==> src/rtl/mem_stream_beat_pump.sv <==
// mem_stream_beat_pump: converts multi-beat memory command streams into one
// FSM beat per bus word, and converts FSM response beats back into a
// response stream, replicating narrow read data across the bus word.
//
// Ports:
//   clk_i, reset_i                    clock, asynchronous active-high reset
//   in_*                              command stream (header/addr/size/wr/data, v/last, ready)
//   fsm_*                             per-word FSM beats (held header fields, wrapped addr, data, v/new/last, yumi)
//   rsp_*                             FSM response beats (header/size/wr/data, v, ready)
//   out_*                             response stream (header/data, v/last, ready)
module mem_stream_beat_pump #(
    parameter int unsigned paddr_width_p  = 40,
    parameter int unsigned data_width_p   = 64,
    parameter int unsigned block_width_p  = 512,
    parameter int unsigned header_width_p = 64
) (
    input  logic                      clk_i,
    input  logic                      reset_i,

    input  logic [header_width_p-1:0] in_header_i,
    input  logic [paddr_width_p-1:0]  in_addr_i,
    input  logic [2:0]                in_size_i,
    input  logic                      in_wr_i,
    input  logic [data_width_p-1:0]   in_data_i,
    input  logic                      in_v_i,
    input  logic                      in_last_i,
    output logic                      in_ready_and_o,

    output logic [header_width_p-1:0] fsm_header_o,
    output logic [paddr_width_p-1:0]  fsm_addr_o,
    output logic [2:0]                fsm_size_o,
    output logic                      fsm_wr_o,
    output logic [data_width_p-1:0]   fsm_data_o,
    output logic                      fsm_v_o,
    output logic                      fsm_new_o,
    output logic                      fsm_last_o,
    input  logic                      fsm_yumi_i,

    input  logic [header_width_p-1:0] rsp_header_i,
    input  logic [2:0]                rsp_size_i,
    input  logic                      rsp_wr_i,
    input  logic [data_width_p-1:0]   rsp_data_i,
    input  logic                      rsp_v_i,
    output logic                      rsp_ready_and_o,

    output logic [header_width_p-1:0] out_header_o,
    output logic [data_width_p-1:0]   out_data_o,
    output logic                      out_v_o,
    output logic                      out_last_o,
    input  logic                      out_ready_and_i
);

    localparam int unsigned bus_bytes_lp      = data_width_p / 8;
    localparam int unsigned lg_bus_bytes_lp   = $clog2(bus_bytes_lp);
    localparam int unsigned max_beats_lp      = block_width_p / data_width_p;
    localparam int unsigned lg_max_beats_lp   = $clog2(max_beats_lp);
    localparam int unsigned lg_block_bytes_lp = $clog2(block_width_p / 8);
    localparam int unsigned cnt_w_lp          = (lg_max_beats_lp == 0) ? 1 : lg_max_beats_lp;
    localparam bit          legal_width_lp    = (data_width_p == 8) || (data_width_p == 16)
                                             || (data_width_p == 32) || (data_width_p == 64);

    // Index of the final beat (beats-1) for a given log2 message size.
    function automatic logic [cnt_w_lp-1:0] last_idx(input logic [2:0] size);
        int unsigned sh;
        logic [cnt_w_lp-1:0] r;
        r  = '0;
        sh = 0;
        if (32'(size) > lg_bus_bytes_lp) begin
            sh = 32'(size) - lg_bus_bytes_lp;
            if (sh >= lg_max_beats_lp) r = cnt_w_lp'(max_beats_lp - 1);
            else                       r = cnt_w_lp'((32'd1 << sh) - 32'd1);
        end
        return r;
    endfunction

    // ---------------- forward path ----------------
    logic [cnt_w_lp-1:0]       fcnt;
    logic [header_width_p-1:0] hdr_r;
    logic [paddr_width_p-1:0]  addr_r;
    logic [2:0]                size_r;
    logic                      wr_r;

    logic                      first;
    logic [paddr_width_p-1:0]  addr_sel;
    logic [cnt_w_lp-1:0]       f_last_idx;
    logic [paddr_width_p-1:0]  word_base;
    logic [paddr_width_p-1:0]  word_mask;
    logic [paddr_width_p-1:0]  word_off;

    // First beat passes the command through; later beats use the held copy.
    always_comb begin
        first        = (fcnt == '0);
        fsm_header_o = first ? in_header_i : hdr_r;
        addr_sel     = first ? in_addr_i   : addr_r;
        fsm_size_o   = first ? in_size_i   : size_r;
        fsm_wr_o     = first ? in_wr_i     : wr_r;
        f_last_idx   = last_idx(fsm_size_o);
        fsm_new_o    = first;
        fsm_last_o   = (fcnt == f_last_idx);
        fsm_v_o      = in_v_i;
        fsm_data_o   = fsm_wr_o ? in_data_i : '0;
        // Reads hold their single command beat until the last FSM beat.
        in_ready_and_o = fsm_yumi_i & (fsm_wr_o | fsm_last_o);
    end

    // Wrapped burst: only the low log2(beats) bits of the word index advance.
    always_comb begin
        word_base  = addr_sel >> lg_bus_bytes_lp;
        word_mask  = paddr_width_p'(f_last_idx);
        word_off   = (word_base + paddr_width_p'(fcnt)) & word_mask;
        fsm_addr_o = ((word_base & ~word_mask) | word_off) << lg_bus_bytes_lp;
    end

    // Beat counter and held command fields.
    always_ff @(posedge clk_i or posedge reset_i) begin
        if (reset_i) begin
            fcnt   <= '0;
            hdr_r  <= '0;
            addr_r <= '0;
            size_r <= '0;
            wr_r   <= 1'b0;
        end else if (fsm_yumi_i) begin
            fcnt <= fsm_last_o ? '0 : fcnt + cnt_w_lp'(1);
            if (first) begin
                hdr_r  <= in_header_i;
                addr_r <= in_addr_i;
                size_r <= in_size_i;
                wr_r   <= in_wr_i;
            end
        end
    end

    // ---------------- return path ----------------
    logic [cnt_w_lp-1:0]     rcnt;
    logic [cnt_w_lp-1:0]     r_last_idx;
    logic                    r_last;
    logic [data_width_p-1:0] rep_data;

    // Narrow reads: replicate the low 2^size bytes across the bus word.
    always_comb begin
        rep_data = '0;
        for (int unsigned i = 0; i < bus_bytes_lp; i++) begin
            if (32'(rsp_size_i) < lg_bus_bytes_lp)
                rep_data[i*8 +: 8] = rsp_data_i[(i & ((32'd1 << rsp_size_i) - 32'd1))*8 +: 8];
            else
                rep_data[i*8 +: 8] = rsp_data_i[i*8 +: 8];
        end
    end

    // Write responses collapse to one out beat; reads map 1:1.
    always_comb begin
        r_last_idx      = last_idx(rsp_size_i);
        r_last          = (rcnt == r_last_idx);
        out_header_o    = rsp_header_i;
        out_last_o      = r_last;
        out_v_o         = rsp_v_i;
        out_data_o      = rep_data;
        rsp_ready_and_o = out_ready_and_i;
        if (rsp_wr_i) begin
            out_v_o         = rsp_v_i & r_last;
            out_data_o      = '0;
            rsp_ready_and_o = r_last ? out_ready_and_i : 1'b1;
        end
    end

    always_ff @(posedge clk_i or posedge reset_i) begin
        if (reset_i)                        rcnt <= '0;
        else if (rsp_v_i && rsp_ready_and_o) rcnt <= r_last ? '0 : rcnt + cnt_w_lp'(1);
    end

    // ---------------- simulation checks ----------------
    a_width_legal : assert property (@(posedge clk_i) legal_width_lp);

    a_addr_aligned : assert property (@(posedge clk_i) disable iff (reset_i)
        (in_v_i && first) |-> ((in_addr_i & paddr_width_p'(bus_bytes_lp - 1)) == '0));

    a_size_fits : assert property (@(posedge clk_i) disable iff (reset_i)
        (in_v_i && first) |-> (32'(in_size_i) <= lg_block_bytes_lp));

    a_wr_last_match : assert property (@(posedge clk_i) disable iff (reset_i)
        (fsm_yumi_i && fsm_wr_o) |-> (in_last_i == fsm_last_o));

    a_yumi_valid : assert property (@(posedge clk_i) disable iff (reset_i)
        fsm_yumi_i |-> fsm_v_o);

endmodule

==> config.mk <==
export PLATFORM = sky130hd
export DESIGN_NAME = mem_stream_beat_pump
export DESIGN_NICKNAME = d
export VERILOG_FILES = /design/src/rtl/mem_stream_beat_pump.sv
export SDC_FILE = /design/constraint.sdc
export NUM_CORES = 1
export LEC_CHECK = 0
export BUFFER_PORTS_ARGS = -buffer_cell sky130_fd_sc_hd__buf_2
export CAP_MARGIN = 25
export CORE_AREA = 4 4 235 237
export DETAILED_ROUTE_END_ITERATION = 10
export DIE_AREA = 0 0 239 241
export SLEW_MARGIN = 5
export SYNTH_ARGS = -nofsm -noshare
export SYNTH_HDL_FRONTEND = slang
export SYNTH_SLANG_ARGS = --single-unit
==> constraint.sdc <==
create_clock -name clk_i -period 5.5 [get_ports clk_i]
set_input_delay 0.55 -clock clk_i [delete_from_list [all_inputs] [get_ports clk_i]]
set_output_delay 0.55 -clock clk_i [all_outputs]
set_load 0.01 [all_outputs]
### Word level (Yosys, flattened, before mapping)

Index checks and enable logic that the tools add are counted.

| word-level totals | value |
|---|---|
| bits in registers | 114 |
| input bits | 311 |
| output and inout bits | 307 |
| logic and storage cells | 64 |

| operators by class | value |
|---|---|
| add/sub/neg operators | 8 |
| order comparisons | 5 |
| equality and inequality tests | 2 |
| shift-type cells | 10 |
| multiplexer cells | 22 |
| bitwise logic cells | 7 |
| reductions and logical operators | 3 |

Operator list:

| cell | number |
|---|---|
| 64-bit by 7-bit indexed part select with 8-bit output | 4 |
| 64-bit two-way mux | 3 |
| 64-bit by 6-bit indexed part select with 8-bit output | 2 |
| 32-bit by 2-bit greater-or-equal comparator with 1-bit output (second input constant) | 2 |
| 64-bit by 5-bit indexed part select with 8-bit output | 1 |
| 1-bit by 32-bit << shifter with 3-bit output (first input constant) | 2 |
| 8-bit two-way mux | 7 |
| 40-bit two-way mux | 1 |
| 37-bit by 3-bit adder with 37-bit output | 1 |
| 37-bit by 3-bit bitwise AND with 37-bit output | 1 |
| 37-bit bitwise AND | 1 |
| 3-bit inverter with 37-bit output | 1 |
| 37-bit bitwise OR | 1 |
| 3-bit two-way mux | 7 |
| 3-bit by 1-bit subtractor with 3-bit output (second input constant) | 3 |
| 3-bit by 2-bit subtractor with 4-bit output (second input constant) | 2 |
| 3-bit by 1-bit adder with 3-bit output (second input constant) | 2 |
| 3-bit == test | 2 |
| 3-bit by 2-bit greater-than comparator with 1-bit output (second input constant) | 2 |
| 1-bit two-way mux | 4 |
| 3-bit zero test | 1 |
| 3-bit by 2-bit < comparator with 1-bit output (second input constant) | 1 |
| 1-bit by 3-bit << shifter with 3-bit output (first input constant) | 1 |
| 1-bit bitwise AND | 2 |
| 3 further kinds | 3 |

### Depth between registers and ports, before layout

Gate-level depths: netlist of run 1.

| depth | value |
|---|---|
| depth after elaboration | 10 |
| gate-level depth with buffers | 15 |
| mapped depth without buffers | 13 |

### Worst setup path before layout of run 1

Ideal clock, no wire load.

| path | value |
|---|---|
| kind | reg2out |
| start | register fcnt[1] |
| end | output in_ready_and_o |
| arrival | 3.667 ns |
| required time | 4.950 ns |
| setup slack | 1.283 ns |
| cell stages (with the launch flop) | 14 |
| path buffers | 2 |
| path through | dfrtp_1 > inv_1 > ha_1 > nor2b_1 > buf_6 > clkbuf_1 > mux2_2 > ha_1 > or4_1 > ha_1 > a2111o_1 > nand3_2 > nor3_1 > a2111oi_4 |

| on the way | value |
|---|---|
| word-level cells in the longest chain between the ends | 10 |
| elaborated cells between the ends (all ways) | 13 |
| those cells by class | add/sub: 2; order compare: 2; eq/ne: 1; shift: 1; mux: 4; bitwise: 2; reduce/logical: 1 |

RTL lines:

| element | RTL line | source |
|---|---|---|
| from (decl) | 77 | `logic [cnt_w_lp-1:0] fcnt;` |
| from (signal assigned) | 123 | `fcnt <= fsm_last_o ? '0 : fcnt + cnt_w_lp'(1);` |
| 3-bit zero test (*) | 92 | `first = (fcnt == '0);` |
| 3-bit two-way mux (*) | - |  |
| net fsm_size_o[1] | 31 | `output logic [2:0] fsm_size_o,` |
| parallel branches: the longest is 4 deep, another holds 32-bit by 2-bit greater-or-equal comparator with 1-bit output | - |  |
| 3-bit two-way mux (*) | 68 | `if (32'(size) > lg_bus_bytes_lp) begin` |
| 3-bit == test (*) | 99 | `fsm_last_o = (fcnt == f_last_idx);` |
| 1-bit bitwise OR (*) | 103 | `in_ready_and_o = fsm_yumi_i & (fsm_wr_o \| fsm_last_o);` |
| 1-bit bitwise AND (*) | 103 |  |
| to (decl) | 27 | `output logic in_ready_and_o,` |

Mark *: on every way through the listed nets, which the timed path passes.

### Worst setup path after layout of run 1

| path | value |
|---|---|
| start | register fcnt[1] |
| end | output in_ready_and_o |

| on the way | value |
|---|---|
| word-level cells in the longest chain between the ends | 10 |
| elaborated cells between the ends (all ways) | 13 |
| those cells by class | add/sub: 2; order compare: 2; eq/ne: 1; shift: 1; mux: 4; bitwise: 2; reduce/logical: 1 |

RTL lines:

| element | RTL line |
|---|---|
| parallel branches: the longest is 8 deep, another holds 32-bit by 2-bit greater-or-equal comparator with 1-bit output | - |
| 1-bit bitwise OR (*) | 103 |
| 1-bit bitwise AND (*) | 103 |

Every way passes the cells marked *.

==> results of run 1 <==
-- sequential cells by signal (all words and copies together) (netlist names) --
register and flops:
fcnt 3, size_r 3, addr_r 37, hdr_r 64, rcnt 3, wr_r 1
-- per-layer routing --
| metal | share of wire [%] | GRT usage [%] |
|---|---|---|
| met1 | 37 | 12.9 |
| met2 | 49 | 20.4 |
| met3 | 11 | 4.13 |
| met4 | 3.4 | 4.67 |
| met5 | 0.11 | 0.491 |
-- worst paths after layout --
kind / startpoint / to
worst max-delay path: fcnt[1] / in_ready_and_o
worst min-delay path: reset_i / hdr_r[18]
worst max register to register: fcnt[1] / fcnt[1]
worst min register to register: addr_r[20] / addr_r[20]
max in group asynchronous: reset_i / addr_r[29]
min in group clk_i: in_addr_i[5] / addr_r[5]
-- placed cells by master, fill, tap and decap left out, types with 2 or more instances in the layout --
cell type,instances
nor2_1,342
nor2b_1,74
nor2b_4,2
ha_1,17
clkbuf_16,9
nand4_1,2
and3_1,2
inv_1,15
o21a_1,2
a21oi_1,32
o211ai_1,5
xor2_1,3
conb_1,3
clkbuf_1,3
clkinvlp_4,2
or4_1,2
buf_2,479
dfrtp_1,111
and3b_1,2
nor3_1,6
nand3_1,25
nand2_1,41
xnor2_1,3
a211oi_1,9
o21ai_0,4
buf_4,12
mux2_2,99
clkbuf_8,2
diode_2,3
mux2i_1,40
mux4_2,32
-- cell families after synthesis --
logic type / count (synthesis) / synth area share (%)
and+or+nand+nor: 503 / 23.9
buffers and inverters: 192 / 12.4
muxes: 174 / 25.0
DFF: 111 / 30.6
AOI/OAI and AO/OA: 64 / 4.68
adders and majority gates: 19 / 2.70
xor gates and xnor gates: 7 / 0.675
other: 1 / 0.0413
-- critical path: cells and delay by family (launching register included) --
kind | cells | cell delay, ns
mux | 1 | 0.42
simple gates | 4 | 1.07
flops | 1 | 0.45
fa+ha+maj | 3 | 0.76
buf+inv | 2 | 0.36
compound gates | 2 | 0.64
-- per-stage QoR --
stage                     cells  instance area [um2]
after detailed placement   2087                11500
after floorplan            1073                 9090
after global placement     2087                11500
final                      2106                11700
after global routing       2105                11700
after CTS                  2103                11700
-- cell type report --
type / instances / area [um2] / area share (%)
multi-input cells: 770 / 5230 / 44.5
flip-flops and latches: 111 / 2780 / 23.7
repair buffers: 492 / 2510 / 21.4
well taps: 696 / 871 / 7.42
clock buffers: 14 / 264 / 2.25
inverters: 18 / 71.3 / 0.608
clock inverters: 2 / 15.0 / 0.128
diodes: 3 / 7.51 / 0.0640
-- power groups by stage --
stage | registers (mW) | clock network (mW) | logic, mW
floorplan | 1.35 | 0 | 2.49
global placement | 1.41 | 0 | 3.35
finish | 1.42 | 0.653 | 3.36
CTS | 1.42 | 0.695 | 3.41
global route | 1.47 | 0.717 | 3.73
detailed placement | 1.43 | 0 | 3.40
==> flow_summary.yaml, run 1 <==
power:
  pwr_density_cell_nw_per_um2: 463
  power_switching_share_pct: 44.4
  pwr-share-comb_pct: 61.9
  power.sequential.fraction_pct: 26.1
  total_switching_power_mw: 2.41
  design_power_total_mw: 5.43
  max-vdd-ir-drop_v: 0.000281
  p_int_mw: 3.02
  power_leakage_nw: 5.32
  power.share.clock_pct: 12.0
clock_network:
  holdBufCountCts: 0
  post-cts-setup-buffers: 0
  worst_skew_pair.late_latency_ns: 0.38
  numCtsBuffers: 9
  cts.path.max_buffers: 2
  clock-sinks: 111
  post_cts_repair_resize_count: 0
  root_buffer: "clkbuf_16"
  htree_levels: 3
  tritoncts: "done"
  worst_setup_hold_path_clk_slew_ns: 0.08
yosys:
  area_share_of_the_largest_cell_type_after_synthesis_pct: 30.6
  yosys_warnings: 0
  synthesis.area_per_instance_um2: 8.48
  synthTopCellsByCount: "342 x nor2_1, 111 x dfrtp_1, 102 x buf_4, 99 x mux2_2, 76 x nor2b_1"
  ys_seq_area_share_pct: 30.6
  yosys-top-cells-area: "dfrtp_1 31%, nor2_1 14%, mux2_2 12%"
  postSynth.topFlopCell: "dfrtp_1"
  synth-edff-count: 0
  postSynth.asyncResetShare_pct: 100
  synthDistinctLibCells: 49
  synth_largest_area_cell: "dfrtp_1"
  seq_cells_post_synth: 111
  post-synth-top-count-cell: "nor2_1"
  post_synth_instance_area_um2: 9080
  netlist_instances: 1071
placement:
  port-buffer-count: 480
  dpl.hpwl_mm: 28.7
  gp_routability_congestion: 0.896
  post-place-ws_ns: 1.21
critical_path:
  path_common_cell: "ha_1"
  crit_path_cell_trace: "inv_1 -> ha_1 -> nor2b_4 -> mux2_2 -> ha_1 -> or4_1 -> ha_1 -> a2111o_1 -> nand3_2 -> nor3_1 -> a2111oi_4 -> buf_2"
  cp.required_ns: 4.95
  startpoint_type: "flop"
  r2r_setup_slack_ns: 1.84
  arrival_ns: 4.08
  timing.setup.critical_path_class: "reg -> out"
  cpPeakStageDelay_ns: 0.53
  endpoint_kind: "primary output"
  cpMaxStageDelayCell: "or4_1"
  reg2regPathDepth: 12
  critical_path_peak_fanout: 8
status:
  status: "finished clean"
floorplan:
  fp.coreArea_um2: 53300
  initial_utilization_pct: 17.1
  horizontal_extent_of_the_die_um: 239
  boundaryPins: 618
  num_rows: 85
  design.die.area_um2: 57600
  die_height_um: 241
sta:
  grt_setup_unrepaired: "false"
  final.setup.tns_ns: 0
  min_period_over_period_pct: 84.2
  timing.final.ws_setup_ns: 0.869
  period_minus_slack_ns: 4.63
  worst_slew_margin_rel_pct: 38.1
  post_route_clock_skew_ns: 0.00629
  hold_viol: 0
  fin_worst_hold_slack_ns: 0.336
  finalMaxSlewViolations: 0
  worst-slew-pin-transition_ns: 0.929
  max_clock_freq_ghz: 0.216
  report.final.setup_viol: 0
routing:
  firstDrtPassIters: 4
  drt_iter0_markers: 278
  drt_drc: 0
  vias_per_cell: 4.10
  ant_nets: 0
  route.vias.total: 8645
  detail_route.wirelength_mm: 35.7
  routed_wire_length_per_instance_um: 17.0
global_route:
  gr-usage-all-layers_pct: 11.6
  initial_antenna_violation_count: 13
  grt_start_max_net_pins: 93
  grt_remaining_overflow: 0
  grt_pass1_wl_mm: 51.4
  number_of_global_route_vias_before_repair: 8458
worst_hold_path:
  min_delay_path_class: "in -> async"
job:
  max-cap-violations: 0
final_layout:
  core_util_final_pct: 22.0
  finish.net_count: 1732
  num-fill-cells: 5876
  post_route_cells_drive_above_1_share_pct: 46.3
  layout-area-overhead-vs-synth_pct: 29.2
No activity file was read; power rests on OpenSTA's default activity.
==> inputs of run 2 (changes only) <==
==> constraint.sdc (replaced) <==
create_clock -name clk_i -period 3.8 [get_ports clk_i]
set_input_delay 0.38 -clock clk_i [delete_from_list [all_inputs] [get_ports clk_i]]
set_output_delay 0.38 -clock clk_i [all_outputs]
set_load 0.01 [all_outputs]
==> flow_summary.yaml, run 2 (same netlist as run 1, synthesis figures left out) <==
status:
  status: "finished, violations left"
  violations_in_the_final_reports: "setup timing"
routing:
  ant_nets: 0
  firstDrtPassIters: 4
  route.vias.total: 8836
  drt_iter0_markers: 306
  drt_drc: 0
  routed_wire_length_per_instance_um: 17.7
  vias_per_cell: 4.14
  detail_route.wirelength_mm: 37.8
critical_path:
  critical_path_peak_fanout: 4
  arrival_ns: 3.44
  cpMaxStageDelayCell: "or4_4"
  path_common_cell: "ha_4"
  cpPeakStageDelay_ns: 0.52
  endpoint_kind: "primary output"
  startpoint_type: "flop"
  timing.setup.critical_path_class: "reg -> out"
  cp.required_ns: 3.42
  crit_path_cell_trace: "inv_2 -> ha_4 -> nor2b_4 -> mux2_4 -> ha_4 -> or4_4 -> ha_4 -> a2111o_1 -> nand3_4 -> nor3_2 -> a2111oi_4 -> buf_2"
  critPathTopFamily: "simple AND/OR/NAND/NOR gates"
  worstPathBufferInverterCount: 2
global_route:
  grt_start_max_net_pins: 75
  number_of_global_route_vias_before_repair: 8705
  grt_remaining_overflow: 0
  grt_pass1_wl_mm: 53.8
  gr-usage-all-layers_pct: 12.2
  initial_antenna_violation_count: 11
final_layout:
  final-instance-count-excl-fill: 2133
  core_util_final_pct: 22.7
  finish.net_count: 1755
  max_flop_register: "hdr_r"
  largest_register_ffs: 64
  layout.cells.most_common_list: "478 x buf_2, 341 x nor2_1, 111 x dfrtp_1"
  num-fill-cells: 5866
  biggestRegsByFlops: "hdr_r: 64 flops, addr_r: 37 flops"
  final_non_filler_cell_area_um2: 12100
  layout-area-overhead-vs-synth_pct: 33.3
  most_common_library_cell_in_the_layout_ignoring_fill_and_taps: "buf_2"
  post_route_cells_drive_above_1_share_pct: 48.3
clock_network:
  htree_levels: 3
  numCtsBuffers: 9
  cts.path.max_buffers: 2
  worst_skew_pair.late_latency_ns: 0.38
  root_buffer: "clkbuf_16"
  clock-sinks: 111
  tritoncts: "done"
  worst_setup_hold_path_clk_slew_ns: 0.09
floorplan:
  design.die.area_um2: 57600
  fp.coreArea_um2: 53300
  boundaryPins: 618
  initial_utilization_pct: 17.1
  horizontal_extent_of_the_die_um: 239
  die_height_um: 241
  num_rows: 85
power:
  design_power_total_mw: 8.49
  power.sequential.fraction_pct: 23.9
  power_switching_share_pct: 44.3
  max-vdd-ir-drop_v: 0.000434
  power_leakage_nw: 5.47
  p_int_mw: 4.73
  total_switching_power_mw: 3.76
  pwr_density_cell_nw_per_um2: 701
  power.share.clock_pct: 11.5
  pwr-share-comb_pct: 64.6
worst_hold_path:
  min_delay_path_class: "in -> async"
sta:
  final.setup.tns_ns: -0.0468
  report.final.setup_viol: 3
  grt_setup_unrepaired: "true"
  fin_worst_hold_slack_ns: 0.178
  max_clock_freq_ghz: 0.262
  period_minus_slack_ns: 3.82
  worst-slew-pin-transition_ns: 0.890
  timing.final.ws_setup_ns: -0.0225
  finalMaxSlewViolations: 0
  worst_slew_margin_rel_pct: 40.6
  post_route_clock_skew_ns: 0.0142
  hold_viol: 0
  min_period_over_period_pct: 101
placement:
  post-place-ws_ns: 0.0276
  detailed_place.area_um2: 11600
  dpl.hpwl_mm: 30.4
  port-buffer-count: 480
  gp_routability_congestion: 0.955
  dp_cells: 2098
job:
  max-cap-violations: 0
[run 2: worst paths after layout]
check / start / to / slack (ns) / cells past startpoint
max: fcnt[0] / in_ready_and_o / -0.02 / 12
max in group asynchronous: reset_i / addr_r[26] / 2.81 / 3
max reg2reg: fcnt[0] / fcnt[2] / 0.65 / 13
min: reset_i / hdr_r[26] / 0.18 / 2
min in group clk_i: in_addr_i[5] / addr_r[5] / 0.28 / 2
min reg2reg: addr_r[13] / addr_r[13] / 0.51 / 2
[run 2: power by group through the flow]
stage	Sequential [mW]	Clock (mW)	Combinational [mW]
floorplan	1.95	0	3.62
global placement	2.01	0	5.06
detailed placement	2.04	0	5.14
CTS	2.03	1.04	5.50
global route	2.10	1.08	6.03
finish	2.03	0.980	5.49
[run 2: cell type report]
| type | instances | area (um2) | area share, % |
|---|---|---|---|
| inverters | 18 | 72.6 | 0.599 |
| repair buffers | 515 | 2740 | 22.6 |
| diodes | 7 | 17.5 | 0.145 |
| multi-input cells | 770 | 5350 | 44.1 |
| well taps | 696 | 871 | 7.19 |
| clock buffers | 11 | 253 | 2.09 |
| clock inverters | 5 | 40.0 | 0.331 |
| flip-flops and latches | 111 | 2780 | 22.9 |
[run 2: routing by layer]
layer / global-route usage, % / up-vias / wire length [um] / share of wire, %
li1: - / 4147 / - / -
met1: 13.8 / 4135 / 14300 / 38
met2: 19.8 / 495 / 17900 / 47
met3: 4.70 / 59 / 3710 / 9.8
met4: 7.01 / 0 / 1860 / 4.9
met5: 0 / - / 0 / 0
[run 2: timing repair]
item,CTS,global route
pin swaps,11,1
hold buffers,0,0
gates resized for setup,22,2
setup buffers,11,1
endpoints found under the setup margin,4,4
